<file path="src/rtl/i2c_txn_scheduler.sv">
// ============================================================================
// i2c_txn_scheduler : round-robin I2C transaction scheduler over a byte engine
// Rev 1.0
// ============================================================================
`default_nettype none

module i2c_txn_scheduler #(
  parameter int NUM_REQ        = 4,
  parameter int I2C_ADDR_WIDTH = 7,
  parameter int I2C_DATA_WIDTH = 8,
  parameter int LEN_WIDTH      = 4
) (
  input  logic                              clk_i,
  input  logic                              rst_i,
  input  logic [NUM_REQ-1:0]                req_i,
  input  logic [NUM_REQ*I2C_ADDR_WIDTH-1:0] req_addr_i,
  input  logic [NUM_REQ-1:0]                req_op_i,
  input  logic [NUM_REQ*LEN_WIDTH-1:0]      req_len_i,
  output logic [NUM_REQ-1:0]                gnt_o,
  input  logic [I2C_DATA_WIDTH-1:0]         wdata_i,
  input  logic                              wdata_valid_i,
  output logic                              wdata_ready_o,
  output logic [I2C_DATA_WIDTH-1:0]         rdata_o,
  output logic                              rdata_valid_o,
  output logic [NUM_REQ-1:0]                done_o,
  output logic [1:0]                        err_o,
  output logic [2:0]                        cmd_o,
  output logic [I2C_DATA_WIDTH-1:0]         cmd_data_o,
  output logic                              cmd_valid_o,
  input  logic                              cmd_ready_i,
  input  logic                              rsp_valid_i,
  input  logic [1:0]                        rsp_i,
  input  logic [I2C_DATA_WIDTH-1:0]         rsp_data_i
);

  localparam int IDX_W = (NUM_REQ > 1) ? $clog2(NUM_REQ) : 1;

  localparam logic [2:0] CMD_START  = 3'd0;
  localparam logic [2:0] CMD_STOP   = 3'd1;
  localparam logic [2:0] CMD_WRITE  = 3'd2;
  localparam logic [2:0] CMD_RD_ACK = 3'd3;
  localparam logic [2:0] CMD_RD_NAK = 3'd4;
  localparam logic [1:0] ST_OK      = 2'd0;
  localparam logic [1:0] ST_NAK     = 2'd1;
  localparam logic [1:0] ST_ARB     = 2'd2;

  typedef enum logic [2:0] {
    S_IDLE, S_START, S_ADDR, S_WDATA, S_RDATA, S_STOP, S_DONE
  } state_t;

  // FETCH is only used in S_WDATA: wait for the requester's byte before issuing.
  typedef enum logic [1:0] {PH_ISSUE = 2'd0, PH_WAIT = 2'd1, PH_FETCH = 2'd2} phase_t;

  state_t                    state_q, state_d;
  phase_t                    phase_q, phase_d;
  logic [IDX_W-1:0]          owner_q, owner_d, ptr_q, ptr_d;
  logic [I2C_ADDR_WIDTH-1:0] addr_q, addr_d;
  logic                      op_q, op_d;
  logic [LEN_WIDTH-1:0]      cnt_q, cnt_d;
  logic [I2C_DATA_WIDTH-1:0] wbyte_q, wbyte_d, rdata_q, rdata_d;
  logic                      rdata_valid_q, rdata_valid_d;
  logic [1:0]                err_q, err_d;

  logic [I2C_ADDR_WIDTH-1:0] w_addr [NUM_REQ];
  logic [LEN_WIDTH-1:0]      w_len  [NUM_REQ];

  for (genvar g = 0; g < NUM_REQ; g++) begin : g_unpack
    assign w_addr[g] = req_addr_i[g*I2C_ADDR_WIDTH +: I2C_ADDR_WIDTH];
    assign w_len[g]  = req_len_i[g*LEN_WIDTH +: LEN_WIDTH];
  end

  logic             w_found;
  logic [IDX_W-1:0] w_win, w_idx;

  always_comb begin
    w_found = 1'b0;
    w_win   = '0;
    w_idx   = '0;
    for (int i = 0; i < NUM_REQ; i++) begin
      w_idx = IDX_W'((int'(ptr_q) + i) % NUM_REQ);
      if (!w_found && req_i[w_idx]) begin
        w_found = 1'b1;
        w_win   = w_idx;
      end
    end
  end

  logic [NUM_REQ-1:0] w_owner_oh;
  logic               w_in_txn, w_done, w_last;

  assign w_owner_oh    = NUM_REQ'(1) << owner_q;
  assign w_in_txn      = (state_q != S_IDLE) && (state_q != S_DONE);
  assign w_done        = (state_q == S_DONE);
  assign w_last        = (cnt_q == LEN_WIDTH'(1));
  assign gnt_o         = w_in_txn ? w_owner_oh : '0;
  assign done_o        = w_done ? w_owner_oh : '0;
  assign err_o         = w_done ? err_q : 2'd0;
  assign cmd_valid_o   = w_in_txn && (phase_q == PH_ISSUE);
  assign wdata_ready_o = (state_q == S_WDATA) && (phase_q == PH_FETCH) && wdata_valid_i;
  assign rdata_o       = rdata_q;
  assign rdata_valid_o = rdata_valid_q;

  always_comb begin
    cmd_o      = CMD_START;
    cmd_data_o = '0;
    case (state_q)
      S_STOP:  cmd_o = CMD_STOP;
      S_ADDR: begin
        cmd_o      = CMD_WRITE;
        cmd_data_o = I2C_DATA_WIDTH'({addr_q, op_q});
      end
      S_WDATA: begin
        cmd_o      = CMD_WRITE;
        cmd_data_o = wbyte_q;
      end
      S_RDATA: cmd_o = w_last ? CMD_RD_NAK : CMD_RD_ACK;
      default: ;
    endcase
  end

  always_comb begin
    state_d       = state_q;
    phase_d       = phase_q;
    owner_d       = owner_q;
    ptr_d         = ptr_q;
    addr_d        = addr_q;
    op_d          = op_q;
    cnt_d         = cnt_q;
    wbyte_d       = wbyte_q;
    rdata_d       = rdata_q;
    rdata_valid_d = 1'b0;
    err_d         = err_q;
    case (state_q)
      S_IDLE: begin
        if (w_found) begin
          state_d = S_START;
          phase_d = PH_ISSUE;
          owner_d = w_win;
          addr_d  = w_addr[w_win];
          op_d    = req_op_i[w_win];
          cnt_d   = w_len[w_win];
          err_d   = ST_OK;
        end
      end
      S_DONE: begin
        state_d = S_IDLE;
        ptr_d   = (owner_q == IDX_W'(NUM_REQ - 1)) ? '0 : owner_q + 1'b1;
      end
      default: begin
        case (phase_q)
          PH_ISSUE: if (cmd_ready_i) phase_d = PH_WAIT;
          PH_FETCH: begin
            if (wdata_valid_i) begin
              wbyte_d = wdata_i;
              phase_d = PH_ISSUE;
            end
          end
          default: begin
            if (rsp_valid_i) begin
              phase_d = PH_ISSUE;
              // rsp 2 and 3 both mean the bus is gone; any failure of STOP does too
              if (rsp_i[1] || (state_q == S_STOP && rsp_i != ST_OK)) begin
                state_d = S_DONE;
                err_d   = ST_ARB;
              end else if (rsp_i == ST_NAK) begin
                state_d = S_STOP;
                err_d   = ST_NAK;
              end else begin
                case (state_q)
                  S_START: state_d = S_ADDR;
                  S_ADDR: begin
                    if (cnt_q == '0) begin
                      state_d = S_STOP;
                    end else if (op_q) begin
                      state_d = S_RDATA;
                    end else begin
                      state_d = S_WDATA;
                      phase_d = PH_FETCH;
                    end
                  end
                  S_WDATA: begin
                    cnt_d = cnt_q - 1'b1;
                    if (w_last) state_d = S_STOP;
                    else        phase_d = PH_FETCH;
                  end
                  S_RDATA: begin
                    rdata_d       = rsp_data_i;
                    rdata_valid_d = 1'b1;
                    cnt_d         = cnt_q - 1'b1;
                    if (w_last) state_d = S_STOP;
                  end
                  S_STOP:  state_d = S_DONE;
                  default: ;
                endcase
              end
            end
          end
        endcase
      end
    endcase
  end

  always_ff @(posedge clk_i) begin
    if (!rst_i) begin
      state_q       <= S_IDLE;
      phase_q       <= PH_ISSUE;
      owner_q       <= '0;
      ptr_q         <= '0;
      addr_q        <= '0;
      op_q          <= 1'b0;
      cnt_q         <= '0;
      wbyte_q       <= '0;
      rdata_q       <= '0;
      rdata_valid_q <= 1'b0;
      err_q         <= ST_OK;
    end else begin
      state_q       <= state_d;
      phase_q       <= phase_d;
      owner_q       <= owner_d;
      ptr_q         <= ptr_d;
      addr_q        <= addr_d;
      op_q          <= op_d;
      cnt_q         <= cnt_d;
      wbyte_q       <= wbyte_d;
      rdata_q       <= rdata_d;
      rdata_valid_q <= rdata_valid_d;
      err_q         <= err_d;
    end
  end

endmodule

`default_nettype wire

</file>
<file path="config.mk">
export PLATFORM = sky130hd
export DESIGN_NAME = i2c_txn_scheduler
export DESIGN_NICKNAME = d
export VERILOG_FILES = /design/src/rtl/i2c_txn_scheduler.sv
export SDC_FILE = /design/constraint.sdc
export NUM_CORES = 1
export LEC_CHECK = 0
export CORE_ASPECT_RATIO = 1.75
export CORE_MARGIN = 2
export CORE_UTILIZATION = 40
export DETAILED_ROUTE_END_ITERATION = 7
export PLACE_DENSITY = 0.74
export SYNTH_ARGS = -nofsm -noshare
export SYNTH_HDL_FRONTEND = slang
export SYNTH_SLANG_ARGS = --single-unit
</file>
<file path="constraint.sdc">
create_clock -name clk_i -period 2.9 [get_ports clk_i]
set_input_delay 0.435 -clock clk_i [delete_from_list [all_inputs] [get_ports clk_i]]
set_output_delay 0.435 -clock clk_i [all_outputs]
set_load 0.02 [all_outputs]
</file>
---- Word level (Yosys, flattened, before mapping) ----
Cells that the tools add are included.
word-level totals
  flip-flop bits (word level) ............. 40
  output and inout bits ................... 32
cells by class
  $add $sub $neg .......................... 5
  order comparisons ....................... 6
  equal/unequal tests ..................... 19
  shift operators ......................... 1
  multiplexer cells ....................... 66
  bitwise logic cells ..................... 8
  reduce and logical (&&, ||, !) cells .... 35
operator list
  operator            number
  $mux 4              10
  $mux 2              19
  $mux 3              9
  $pmux 2 s2          4
  $pmux 8 s2          1
  $lt 2x3->1 const B  5
  $reduce_and 5->1    3
  $bmux 7 s2          1
  $mux 7              2
  $pmux 3 s4          1
  $bmux 1 s2          5
  $mux 1              10
  $eq 3x3->1 const B  3
  $pmux 3 s3          1
  $reduce_bool 3->1   3
  $bmux 4 s2          1
  $logic_and 1x1->1   8
  $pmux 4 s2          1
  $reduce_bool 8->1   1
  $reduce_or 2->1     4
  $reduce_or 8->1     1
  $not 1->1           7
  $reduce_and 7->1    1
  $eq 3x2->1 const B  2
  other kinds (27)    37

---- Logic depth before layout (Yosys ltp) ----
  word-level depth ........................ 18
  depth in mapped cells ................... 8
  mapped depth without buffers ............ 7

---- Least setup slack after synthesis ----
No wires, ideal clock.
  path type ............................... reg2out
  start ................................... reg state_q[0]
  end ..................................... out cmd_o[0]
  arrival time ............................ 1655 ps
  data required time ...................... 2465 ps
  setup slack ............................. 810 ps
  cell stages (with the launch flop) ...... 6
  path buffers ............................ 3
  path through ............................ dfxtp_1 > buf_6 > buf_6 > clkbuf_1 > nor2_1 > nor4_1
on the way
  word-level cells in the longest chain between the ends .. 3
  elaborated cells on any way between the ends .. 6
ends and longest elaborated chain
  element                    line  text
  start: declaration         54    state_t state_q, state_d;
  start signal: assignment   217   state_q <= state_d;
  $eq 3x2->1                 106   case (state_q)
  $reduce_or 2->1 (no line)  -
  $pmux 3 s3 *               106
  end: declaration           27    output logic [2:0] cmd_o,
Mark *: on every way between the ends. The rest lies on a longest branch, timed or not.

---- Final worst setup path ----
  start ................................... reg state_q[1]
  end ..................................... out gnt_o[1]
on the way
  word-level cells in the longest chain between the ends .. 3
  elaborated cells on any way between the ends .. 4
ends and longest elaborated chain
  element                                          line  text
  $ne 3x3->1 or $reduce_bool 3->1 (tied branches)  92    assign w_in_txn = (state_q != S_IDLE) && (state_q != S_DONE);
  $logic_and 1x1->1 *                              92
  $mux 4 *                                         95    assign gnt_o = w_in_txn ? w_owner_oh : '0;
  end: declaration                                 19    output logic [NUM_REQ-1:0] gnt_o,
Marks and branches as above.

==> impl_metrics.toml <==
[synth]
ys_warn_count = 0
synthCells = 368
synth-edff-count = 0
ys_async_sr_fraction_pct = 0
syn_nets = 450
ys_seq_elements = 40
syn_area_sq_mm = 0.00279
avgSynthCellArea_sq_um = 7.58
ys_seq_area_share_pct = 28.7
synth.area.mux_share_pct = 7.94
synthAdderAreaFrac_pct = 3.14
yosysTopAreaCellShare_pct = 28.7
synthXorXnorAreaFrac_pct = 0.628
yosys.area_share.simple_pct = 30.5
synth_compound_area_share_pct = 22.6
yosys-top-cells-area = "dfxtp_1, nand3_1, mux2i_1"
yosysTopAreaCell = "dfxtp_1"
synthFlopType = "dfxtp_1"
synth_top_family_by_area = "simple AND/OR/NAND/NOR gates"
yosysUniqueCellTypes = 53

[clocking]
htree_levels = 2
cts_max_path_buffers = 2
postCtsSetupBuffers = 0
cts_sinks = 40
tritoncts = "built"
cts_resized = 0
holdBufCountCts = 0
clk_latency_ps = 290
cts-root-buf = "clkbuf_16"
clk_pin_slew_worst_paths_ps = 60
cts_made_buffers = 5

[power_and_ir_drop]
p_per_area_mw_per_mm2 = 729
total_leakage_power_nw = 1.61
ir_drop_uv = 325

[floorplanning]
io_pins = 107
dieHeight_um = 114
start_util_pct = 41.0
rows = 40
coreArea_sq_mm = 0.00681
dieArea_sq_mm = 0.00768
die_w_um = 67.1

[drt]
ant_nets = 0
drtPass1Iterations = 4
via_per_inst = 5.55
drt_iter0_markers = 221
vias = 3078
drc_errors = 0
wl_per_cell_um = 15.9
finalWirelength_um = 8820

[global_route]
grt_pass1_wl_um = 14100
grtUsageTotal_pct = 23.8
grt_pass1_vias = 2972
grt_max_degree = 28
antenna_found_initial = 0
grt_overflow = 0

[worst_hold_path]
hp-class = "reg -> reg"

[timing]
finalCritPeriodShare_pct = 96.9
relSlewSlack_pct = 64.2
timing.final.hold_violations = 0
setup_viol = 0
fmax_ghz = 0.356
tightest_slew_ps = 535
worst_slack_ps = 90.3
finClkSkew_ps = 3.66
fin_crit_ps = 2810
timing.hold.ws_ps = 453
slew_viol_final = 0
rsz0062_at_grt = "true"

[finish]
areaGrowthSynthToFinish_pct = 47.6
drive_above_1_share_pct = 7.64
stdcell_area_sq_mm = 0.00412
final_cells = 555
nNetsFinal = 552
fill_cells = 637
n_antenna_cell = 0

[setup_path]
cp.arrival_ps = 2370
start_kind = "flip-flop"
worstSetupPathType = "reg -> out"
required_ps = 2470
cp-end-kind = "output pin"
crit_fanout = 13

[flow_run]
maxCapViolCount = 0

[status]
outcome = "complete, no violations"

[placement]
place_hpwl_um = 6890
placedCellCount = 547
gp_congestion = 0.965
preCtsSetupSlack_ps = 421
place_area_sq_mm = 0.00394
portBuffers = 106
[critical path, cell delays in order (launching register included)]
cell	delay (ps)
dfxtp_1	600
buf_4	220
and2b_1	240
nor3_1	240
buf_4	190
nor2b_1	40
clkdlybuf4s50_1	540
[per-stage QoR]
stage	setup TNS (ps)	utilization (%)	total power [mW]
2_1_floorplan	0	-	1.84
3_3_place_gp	0	57.9	2.32
3_5_place_dp	0	57.9	2.34
4_1_cts	0	60.5	2.99
5_1_grt	-110	60.5	3.19
6_report	0	60.5	3.00
[synthesized netlist by cell type, types with 3 or more instances]
| cell type | n |
|---|---|
| a32oi_1 | 3 |
| ha_1 | 7 |
| and2_1 | 9 |
| nor2_1 | 36 |
| a211o_1 | 8 |
| mux2i_1 | 21 |
| nand2b_1 | 4 |
| inv_1 | 9 |
| a21oi_1 | 22 |
| a31oi_1 | 3 |
| o31ai_1 | 8 |
| o211ai_1 | 3 |
| o21ai_0 | 32 |
| nand3_1 | 43 |
| nor2b_1 | 10 |
| nand2_1 | 18 |
| buf_6 | 5 |
| dfxtp_1 | 40 |
| clkbuf_1 | 19 |
| and3_1 | 20 |
| nor3_1 | 5 |
[cells in the final DEF (no fill, tap or decap), types with 7 or more instances in the layout]
cell type,n
clkdlybuf4s50_1,106
a21oi_1,22
nand2_1,18
o21ai_0,32
mux2i_1,21
ha_1,7
o31ai_1,8
nor2_1,36
and3_1,20
dfxtp_1,40
nand3_1,43
buf_4,17
inv_1,9
and2_1,9
a211o_1,8
nor2b_1,10
[power by group]
part | internal [mW] | switching [mW] | leakage, nW
Sequential | 0.663 | 0.149 | 0.326
Clock | 0.409 | 0.243 | 0.0840
Combinational | 0.704 | 0.833 | 1.20
[final cells by class]
cell class / count / area (sq um) / area share [%]
Inverter: 10 / 37.5 / 0.912
Clock inverter: 3 / 47.5 / 1.16
Multi-Input combinational cell: 290 / 1810 / 44.0
Tap cell: 84 / 105 / 2.55
Clock buffer: 5 / 125 / 3.04
Timing Repair Buffer: 123 / 1190 / 28.9
Sequential cell: 40 / 801 / 19.5
[final timing paths]
kind,to,startpoint,cells after the start,slack [ps]
min,rdata_o[7],rdata_o[7],2,450
max,gnt_o[1],state_q[1],6,90
min reg2reg,rdata_o[7],rdata_o[7],2,450
max reg2reg,wbyte_q[5],state_q[1],7,530
[registers in the layout, summed over array words and instances (netlist names)]
register and count:
owner_q 2, op_q 1, addr_q 7, phase_q 2
rdata_o 8, cnt_q 4, state_q 3, err_q 2
rdata_valid_o 1, ptr_q 2, wbyte_q 8
[per-layer routing]
layer / vias up / global-route usage (%) / part of all wire [%]
li1: 1527 / - / -
met1: 1398 / 25.2 / 36
met2: 131 / 45.5 / 55
met3: 22 / 2.95 / 5.6
met4: 0 / 9.25 / 2.7
met5: - / 0 / 0
[logic make-up (layout without fill, tap and decap cells)]
kind of cell,after synthesis,count (layout)
compound gates,96,96
xor+xnor,2,2
fa+ha+maj,7,7
buf+inv,38,141
mux,22,22
simple gates,163,163
flops,40,40
Note: power is estimated with default switching activity, not from simulation.
